$ cat src/rtl/rename_map_table.sv
// -----------------------------------------------------------------------------
// rename_map_table
//
// Register-rename map table for the dispatch stage. It sits directly after the
// free list. Each dispatch cycle it does three things:
//   - reads the physical mappings and ready bits of both sources;
//   - replaces the destination mapping with the free-list head (T_new);
//   - hands the displaced mapping (T_old) to the ROB.
// Per-architectural-register ready bits are set from CDB broadcasts. A single
// branch checkpoint of map + ready bits is held and restored on misprediction.
//
// Ports:
//   i_clk               system clock, rising edge
//   i_rst_n             asynchronous active-low reset
//   i_dispatch_en       instruction presented for rename
//   i_dest_valid        instruction writes a destination
//   i_dest_arch         destination architectural register
//   i_src1_arch/2       source architectural registers
//   i_free_reg          free-list head (T_new)
//   i_free_empty        free list empty
//   i_branch_dispatch   dispatching a branch: take a checkpoint
//   i_branch_correct    outstanding branch resolved correct: release checkpoint
//   i_branch_incorrect  outstanding branch mispredicted: restore checkpoint
//   i_cdb_valid/i_cdb_tag  CDB broadcast
//   o_src1_tag/2, o_src1_ready/2  source mappings and availability
//   o_t_old             previous mapping of the destination (to ROB)
//   o_t_new             equals i_free_reg
//   o_rename_fire       rename accepted (drives free-list pop)
//   o_stall             dispatch requested but refused
//   o_checkpoint_valid  a checkpoint is held
// -----------------------------------------------------------------------------
module rename_map_table #(
    parameter int NUM_GEN_REG  = 32,
    parameter int NUM_PHYS_REG = 64,
    parameter int ZERO_REG     = 31,
    localparam int PR_W        = $clog2(NUM_PHYS_REG),
    localparam int AR_W        = $clog2(NUM_GEN_REG)
) (
    input  logic            i_clk,
    input  logic            i_rst_n,
    input  logic            i_dispatch_en,
    input  logic            i_dest_valid,
    input  logic [AR_W-1:0] i_dest_arch,
    input  logic [AR_W-1:0] i_src1_arch,
    input  logic [AR_W-1:0] i_src2_arch,
    input  logic [PR_W-1:0] i_free_reg,
    input  logic            i_free_empty,
    input  logic            i_branch_dispatch,
    input  logic            i_branch_correct,
    input  logic            i_branch_incorrect,
    input  logic            i_cdb_valid,
    input  logic [PR_W-1:0] i_cdb_tag,
    output logic [PR_W-1:0] o_src1_tag,
    output logic [PR_W-1:0] o_src2_tag,
    output logic            o_src1_ready,
    output logic            o_src2_ready,
    output logic [PR_W-1:0] o_t_old,
    output logic [PR_W-1:0] o_t_new,
    output logic            o_rename_fire,
    output logic            o_stall,
    output logic            o_checkpoint_valid
);

    localparam logic [AR_W-1:0] ZERO_ARCH = AR_W'(ZERO_REG);

    // Live map and its checkpoint copy
    logic [PR_W-1:0]        r_map      [NUM_GEN_REG];
    logic [NUM_GEN_REG-1:0] r_ready;
    logic [PR_W-1:0]        r_cp_map   [NUM_GEN_REG];
    logic [NUM_GEN_REG-1:0] r_cp_ready;
    logic                   r_cp_valid;

    logic [PR_W-1:0]        w_map_next [NUM_GEN_REG];
    logic [NUM_GEN_REG-1:0] w_ready_next;
    logic [NUM_GEN_REG-1:0] w_cp_ready_cdb;

    logic w_need_reg;
    logic w_stall;
    logic w_fire;
    logic w_capture;

    // ------------------------------------------------------------------
    // Dispatch control
    // ------------------------------------------------------------------
    assign w_need_reg = i_dest_valid && (i_dest_arch != ZERO_ARCH);

    // A second branch may only go when the held checkpoint is released in
    // the same cycle. A misprediction suppresses dispatch entirely.
    assign w_stall = i_dispatch_en && !i_branch_incorrect &&
                     ((w_need_reg && i_free_empty) ||
                      (i_branch_dispatch && r_cp_valid && !i_branch_correct));

    assign w_fire    = i_dispatch_en && !i_branch_incorrect && !w_stall && w_need_reg;
    assign w_capture = i_dispatch_en && i_branch_dispatch && !w_stall && !i_branch_incorrect;

    // ------------------------------------------------------------------
    // Per-entry next state
    // ------------------------------------------------------------------
    generate
        for (genvar gi = 0; gi < NUM_GEN_REG; gi++) begin : g_entry
            logic w_live_hit;
            logic w_cp_hit;
            logic w_wr_sel;

            assign w_live_hit = i_cdb_valid && (r_map[gi] == i_cdb_tag);
            assign w_cp_hit   = i_cdb_valid && (r_cp_map[gi] == i_cdb_tag);
            assign w_wr_sel   = w_fire && (i_dest_arch == AR_W'(gi));

            // Checkpoint ready bits also track the CDB so a restore is current
            assign w_cp_ready_cdb[gi] = r_cp_ready[gi] | w_cp_hit;

            // Restore beats rename; the rename's ready=0 beats the CDB
            // (a freshly allocated tag cannot be in flight on the CDB).
            assign w_map_next[gi]   = i_branch_incorrect ? r_cp_map[gi] :
                                      w_wr_sel           ? i_free_reg   :
                                                           r_map[gi];
            assign w_ready_next[gi] = i_branch_incorrect ? w_cp_ready_cdb[gi] :
                                      w_wr_sel           ? 1'b0 :
                                                           (r_ready[gi] | w_live_hit);
        end
    endgenerate

    // ------------------------------------------------------------------
    // State registers
    // ------------------------------------------------------------------
    always_ff @(posedge i_clk or negedge i_rst_n) begin
        if (!i_rst_n) begin
            for (int i = 0; i < NUM_GEN_REG; i++) begin
                r_map[i]    <= PR_W'(i);
                r_cp_map[i] <= PR_W'(i);
            end
            r_ready    <= '1;
            r_cp_ready <= '1;
        end else begin
            for (int i = 0; i < NUM_GEN_REG; i++) begin
                r_map[i] <= w_map_next[i];
                // Snapshot reflects the map as it will be after this edge
                if (w_capture) begin
                    r_cp_map[i] <= w_map_next[i];
                end
            end
            r_ready    <= w_ready_next;
            r_cp_ready <= w_capture ? w_ready_next : w_cp_ready_cdb;
        end
    end

    always_ff @(posedge i_clk or negedge i_rst_n) begin
        if (!i_rst_n) begin
            r_cp_valid <= 1'b0;
        end else if (i_branch_incorrect) begin
            r_cp_valid <= 1'b0;
        end else if (w_capture) begin
            r_cp_valid <= 1'b1;
        end else if (i_branch_correct) begin
            r_cp_valid <= 1'b0;
        end
    end

    // ------------------------------------------------------------------
    // Outputs
    // ------------------------------------------------------------------
    assign o_src1_tag   = r_map[i_src1_arch];
    assign o_src2_tag   = r_map[i_src2_arch];
    // Same-cycle CDB bypass so a waking source is seen as ready immediately
    assign o_src1_ready = r_ready[i_src1_arch] ||
                          (i_cdb_valid && (i_cdb_tag == o_src1_tag)) ||
                          (i_src1_arch == ZERO_ARCH);
    assign o_src2_ready = r_ready[i_src2_arch] ||
                          (i_cdb_valid && (i_cdb_tag == o_src2_tag)) ||
                          (i_src2_arch == ZERO_ARCH);

    assign o_t_old            = r_map[i_dest_arch];
    assign o_t_new            = i_free_reg;
    assign o_rename_fire      = w_fire;
    assign o_stall            = w_stall;
    assign o_checkpoint_valid = r_cp_valid;

endmodule

$ cat config.mk
export PLATFORM = sky130hd
export DESIGN_NAME = rename_map_table
export DESIGN_NICKNAME = d
export VERILOG_FILES = /design/src/rtl/rename_map_table.sv
export SDC_FILE = /design/constraint.sdc
export NUM_CORES = 1
export LEC_CHECK = 0
export CORE_MARGIN = 4
export CORE_UTILIZATION = 50
export CTS_BUF_LIST = sky130_fd_sc_hd__clkbuf_4
export CTS_CLUSTER_DIAMETER = 200
export DETAILED_ROUTE_END_ITERATION = 8
export MAX_ROUTING_LAYER = met4
export PLACE_DENSITY = 0.63
export SLEW_MARGIN = 20
export SYNTH_ARGS = -nofsm -noshare
export SYNTH_HDL_FRONTEND = slang
export SYNTH_SLANG_ARGS = --single-unit
$ cat constraint.sdc
create_clock -name i_clk -period 4.2 [get_ports i_clk]
set_input_delay 0.63 -clock i_clk [delete_from_list [all_inputs] [get_ports i_clk]]
set_output_delay 0.63 -clock i_clk [all_outputs]
set_load 0.02 [all_outputs]
# Yosys cells after proc, flatten, opt, wreduce, memory -nomap -nowiden
# Cells that the tools add are included.
[classes]
magnitude_cmp = 5
n_mux = 145
bitwise = 67
n_reduce_logical = 119
n_eq_ne = 100
[ops]
columns = ["operator", "n"]
rows = [
  ["2-to-1 mux 6 bit", 70],
  ["== test 6 bit", 66],
  ["logical AND 1 bit", 109],
  ["binary-select mux 6 bit (select 5 bit)", 3],
  ["== test 5 bit, second input constant", 18],
  ["2-to-1 mux 1 bit", 69],
  ["OR 1 bit", 64],
  ["== test 5 x 4 -> 1 bit, second input constant", 8],
  ["2-to-1 mux 32 bit", 1],
  ["== test 5 x 3 -> 1 bit, second input constant", 4],
  [">= comparator 6 bit, second input constant", 3],
  ["inverter 5 -> 6 bit", 3],
  ["less-than comparator 5 x 6 -> 1 bit, second input constant", 2],
  ["binary-select mux 1 bit (select 5 bit)", 2],
  ["== test 5 x 2 -> 1 bit, second input constant", 2],
  ["== test 5 x 1 -> 1 bit, second input constant", 1],
  ["zero test 5 bit", 1],
  ["logical OR 1 bit", 5],
  ["!= test 5 bit, second input constant", 1],
  ["zero test 1 bit", 3],
  ["nonzero test 3 bit", 1],
]
[totals]
output_inout_bits = 29
wordCells = 503
reg_bits = 449
inputBits = 36

# Longest topological paths before layout
[depth]
depth_word = 12
mapped_depth = 11
depth_no_buf = 7

# Least setup slack after synthesis
# OpenSTA, ideal clock, no wires.
[synth_path]
path_kind = "input-to-output"
start = "input i_src2_arch[1]"
end = "output o_src2_ready"
path_slack_ps = 779
required_ps = 3570
path_stages = 9
arrival_time_ps = 2791
n_path_buf = 3
cell_sequence = "buf_6 > buf_4 > buf_2 > mux2i_1 > o221ai_1 > a311oi_1 > a221oi_1 > xor2_1 > o31ai_2"
[synth_via]
elab_chain_cells = 8
word_cells_on_any_way = 11
classes_between = "eq/ne: 2; mux: 5; bitwise: 1; reduce/logical: 3"
[synth_lines]
columns = ["element", "line", "rtl"]
rows = [
  ["start: declaration", "45", "input logic [AR_W-1:0] i_src2_arch,"],
  ["inverter 5 -> 6 bit (implied by the code)", "163", "assign o_src2_tag = r_map[i_src2_arch];"],
  ["binary-select mux 6 bit (select 5 bit)", "163", ""],
  ["2-to-1 mux 6 bit (implied by the code) (2 in series)", "163", ""],
  ["named net o_src2_tag[5]", "54", "output logic [PR_W-1:0] o_src2_tag,"],
  ["== test 6 bit", "169", "(i_cdb_valid && (i_cdb_tag == o_src2_tag)) ||"],
  ["logical AND 1 bit", "169", ""],
  ["logical OR 1 bit", "168", "assign o_src2_ready = r_ready[i_src2_arch] ||"],
  ["logical OR 1 bit", "169", ""],
  ["end: declaration", "56", "output logic o_src2_ready,"],
]
# The timed path passes the listed nets, and every way through them passes these cells. The select of a mux whose other input is x is not followed.

# Final worst setup path
[layout_path]
start = "register r_map[92] (netlist name)"
end = "output o_src2_ready"
[layout_via]
elab_chain_cells = 7
[layout_lines]
columns = ["element", "line", "rtl"]
rows = [
  ["start: declaration", "67", "logic [PR_W-1:0] r_map [NUM_GEN_REG];"],
  ["start signal: indexed assignment", "129", "r_map[i] <= PR_W'(i);"],
  ["start signal: indexed assignment", "136", "r_map[i] <= w_map_next[i];"],
  ["binary-select mux 6 bit (select 5 bit)", "163", ""],
  ["2-to-1 mux 6 bit (implied by the code) (2 in series)", "163", ""],
  ["== test 6 bit", "169", ""],
  ["logical AND 1 bit", "169", ""],
  ["logical OR 1 bit", "168", ""],
  ["logical OR 1 bit", "169", ""],
]
# Every way passes these cells. The select of a mux whose other input is x is not followed.

==> results.yml <==
global_routing:
  grt-ovfl-total: 0
  track_usage: 0.3112
  grt_pass1_wl_microns: 142100
  grt_pass1_vias: 21510
  antenna_found_initial: 5
  grt_max_degree: 125
floorplan:
  core_sq_mm: 0.05759
  fp.dieW_microns: 249.0
  std_cell_rows: 88
  die_h_microns: 249.0
  floorplan.initialDensity: 0.5045
  io_pins: 65
  dieArea_sq_mm: 0.06202
drt:
  drt-pass1-iter-count: 5
  routed_wl_microns: 95130
  ant_nets: 0
  drt_iter0_drc: 1802
  vias_per_cell: 6.272
  route.detailed.drc: 0
  vias: 20790
  wl_per_cell_microns: 28.70
critical_path:
  end_kind: "output pin"
  path_cells: "mux4_2 > mux2i_2 > nor2_1 > o41a_4 > mux2i_1 > nand4_1 > o31ai_4 > buf_4 > buf_6"
  arrival_ns: 3.50
  critPathLaunchType: "flip-flop"
  crit_path_max_incr_delay_ns: 0.52
  criticalPathCategory: "reg -> out"
  cp_slowest_cell: "mux4_2"
  reg2reg_depth: 8
  cp_max_fo: 5
  required_ns: 3.57
synth:
  netlist_area_sq_mm: 0.02905
  synth-async-reset-ratio: 1.000
  yosys_register_bits: 447
  ys.warnings.count: 0
  syn_inst: 2284
  syn-num-nets: 2320
  synth_edf_count: 0
  avgSynthCellArea_sq_um: 12.72
  yosysSeqAreaShare: 0.3946
  synth_top_flop_cell: "dfrtp_1"
  ys_types: 56
hold_path:
  worst_hold_path_type: "in -> reg"
  whs_path_depth: 2
clock_network:
  clock-root-buffer: "clkbuf_4"
  cts_buffers: 120
  clock_path_buffers: 3
  path_clk_slew_ns: 0.07
  cts_tree: "yes"
  clock-sinks: 447
  cts_htree_levels: 3
  clk_latency_ns: 0.93
timing:
  worst_pin_slew_ns: 1.055
  hold_viol: 0
  rsz0062_at_grt: "no"
  period_share: 0.9825
  drv_slew: 0
  fmax_ghz: 0.2423
  finClkSkew_ns: 0.07515
  relSlewSlack: 0.2969
  timing.final.crit_period_ns: 4.126
  hold_slack_ns: 0.1653
  setup_viol: 0
final_layout:
  final_util: 0.5726
  syn2layout_area_growth_pct: 13.50
  fillCellCount: 4747
  drive_gt1_frac: 0.5424
  layout_common_cells: "mux2_2, xor2_1, dfstp_2"
  mostFrequentLayoutCell: "mux2_2"
  nets: 2475
place:
  dp_hpwl_microns: 65200
  io_buffers: 64
  place.gp.congestion: 1.033
status:
  status: "finished clean"
pwr:
  power_leakage_uw: 0.01470
  power.density_mw_per_mm2: 340.3
  peakVddDrop_mv: 0.2734
job:
  maxCapViolations: 0
## registers in the layout, summed over array words and instances, names as in the netlist
signal	flops
r_cp_ready	31
r_cp_map	192
r_ready	31
o_checkpoint_valid	1
r_map	192
## what timing repair did
item,4_1_cts,5_1_grt
endpoints found under the hold margin,42,0
hold buffers,1,0
setup endpoints to repair,2,2
pin swaps,5,2
gates resized for setup,15,4
buffers inserted,0,2
## report_power, final
part           leakage, uW  switching [uW]  internal (uW)
clock network      0.00101            1880           2250
logic              0.00826            1070            930
registers          0.00543             286           4810
total               0.0147            3230           7990
## area by class of cell
class                      instances  area, sq um  area share
clock inverter                    24        126.4    0.003833
sequential                       447        11470      0.3478
tap                              765        957.2     0.02903
multi-input combinational       1637        16710      0.5067
clock buffer                     205         1539     0.04668
antenna                            4        10.01   0.0003036
inverter                           5        18.77   0.0005692
timing repair buffer             228         2145     0.06504
## critical path: cells and delay by family, from the launching register on
family	cells	cell delay [ns]
DFF	1	0.49
buffers and inverters	2	0.28
muxes	3	0.91
AOI/OAI and AO/OA	2	0.70
and+or+nand+nor	2	0.25
## cells by family (layout without fill, tap and decap cells)
family          after synthesis  after routing  share of synthesized area
compound gates              168            168                    0.04122
xor+xnor                    383            383                     0.1155
buf+inv                     200            462                    0.03127
flops                       447            447                     0.3946
mux                         801            801                     0.3705
other cells                   0              4                          0
simple gates                285            285                    0.04690
## routing by layer
layer,vias up,global-route usage,part of all wire
met4,0,0.1028,0.031
met3,169,0.05847,0.070
li1,8855,-,-
met5,-,-,0
met2,852,0.4800,0.47
met1,10920,0.4198,0.43
## Yosys cell counts, types with 4 or more instances
cell | instances | area, sq um
clkbuf_1 | 89 | 334.1
a21oi_1 | 19 | 95.09
a22o_1 | 4 | 35.03
o221ai_1 | 8 | 70.07
nand4_1 | 36 | 225.2
nor2b_1 | 7 | 43.79
buf_1 | 13 | 48.80
xnor2_1 | 133 | 1165
nor2_1 | 75 | 281.5
mux2_2 | 593 | 6678
nand2_1 | 81 | 304.0
buf_4 | 14 | 105.1
dfrtp_1 | 225 | 5630
mux2i_1 | 49 | 490.5
mux4_2 | 155 | 3491
and2_1 | 4 | 25.02
mux4_1 | 4 | 105.1
dfstp_2 | 222 | 5833
a41o_1 | 31 | 310.3
a22oi_1 | 6 | 45.04
buf_2 | 78 | 390.4
o21ai_0 | 50 | 250.2
nor3_1 | 33 | 165.2
nand2b_1 | 4 | 25.02
o22ai_1 | 21 | 131.4
xor2_1 | 250 | 2190
a211oi_1 | 6 | 45.04
nor4_1 | 31 | 193.9
## stage by stage
step	std cells	TNS, ns	cell area (sq um)	power (uW)	setup WS [ns]
after floorplan	2284	0	29050	6342	0.7793
after global placement	3079	-0.2822	31240	7087	-0.2576
after detailed placement	3079	-0.2829	31240	7121	-0.2654
after CTS	3309	-0.003848	32940	11310	-0.003848
after global routing	3315	0	32970	11740	0.006062
final	3315	0	32970	11220	0.07358
## worst paths after layout
path | from | to | slack (ns)
setup reg to reg | o_checkpoint_valid$_DFFE_PN0P_ | r_map[66]$_DFF_PN0_ | 1.66
hold / removal | i_branch_incorrect | o_checkpoint_valid$_DFFE_PN0P_ | 0.17
hold reg to reg | r_cp_map[185]$_DFFE_PN0P_ | r_map[185]$_DFF_PN0_ | 0.50
min in group asynchronous | i_rst_n | r_map[185]$_DFF_PN0_ | 0.38
setup / recovery | r_map[92]$_DFF_PN0_ | o_src2_ready | 0.07
max in group asynchronous | i_rst_n | r_map[9]$_DFF_PN1_ | 2.72
No activity file was read; power rests on OpenSTA's default activity.
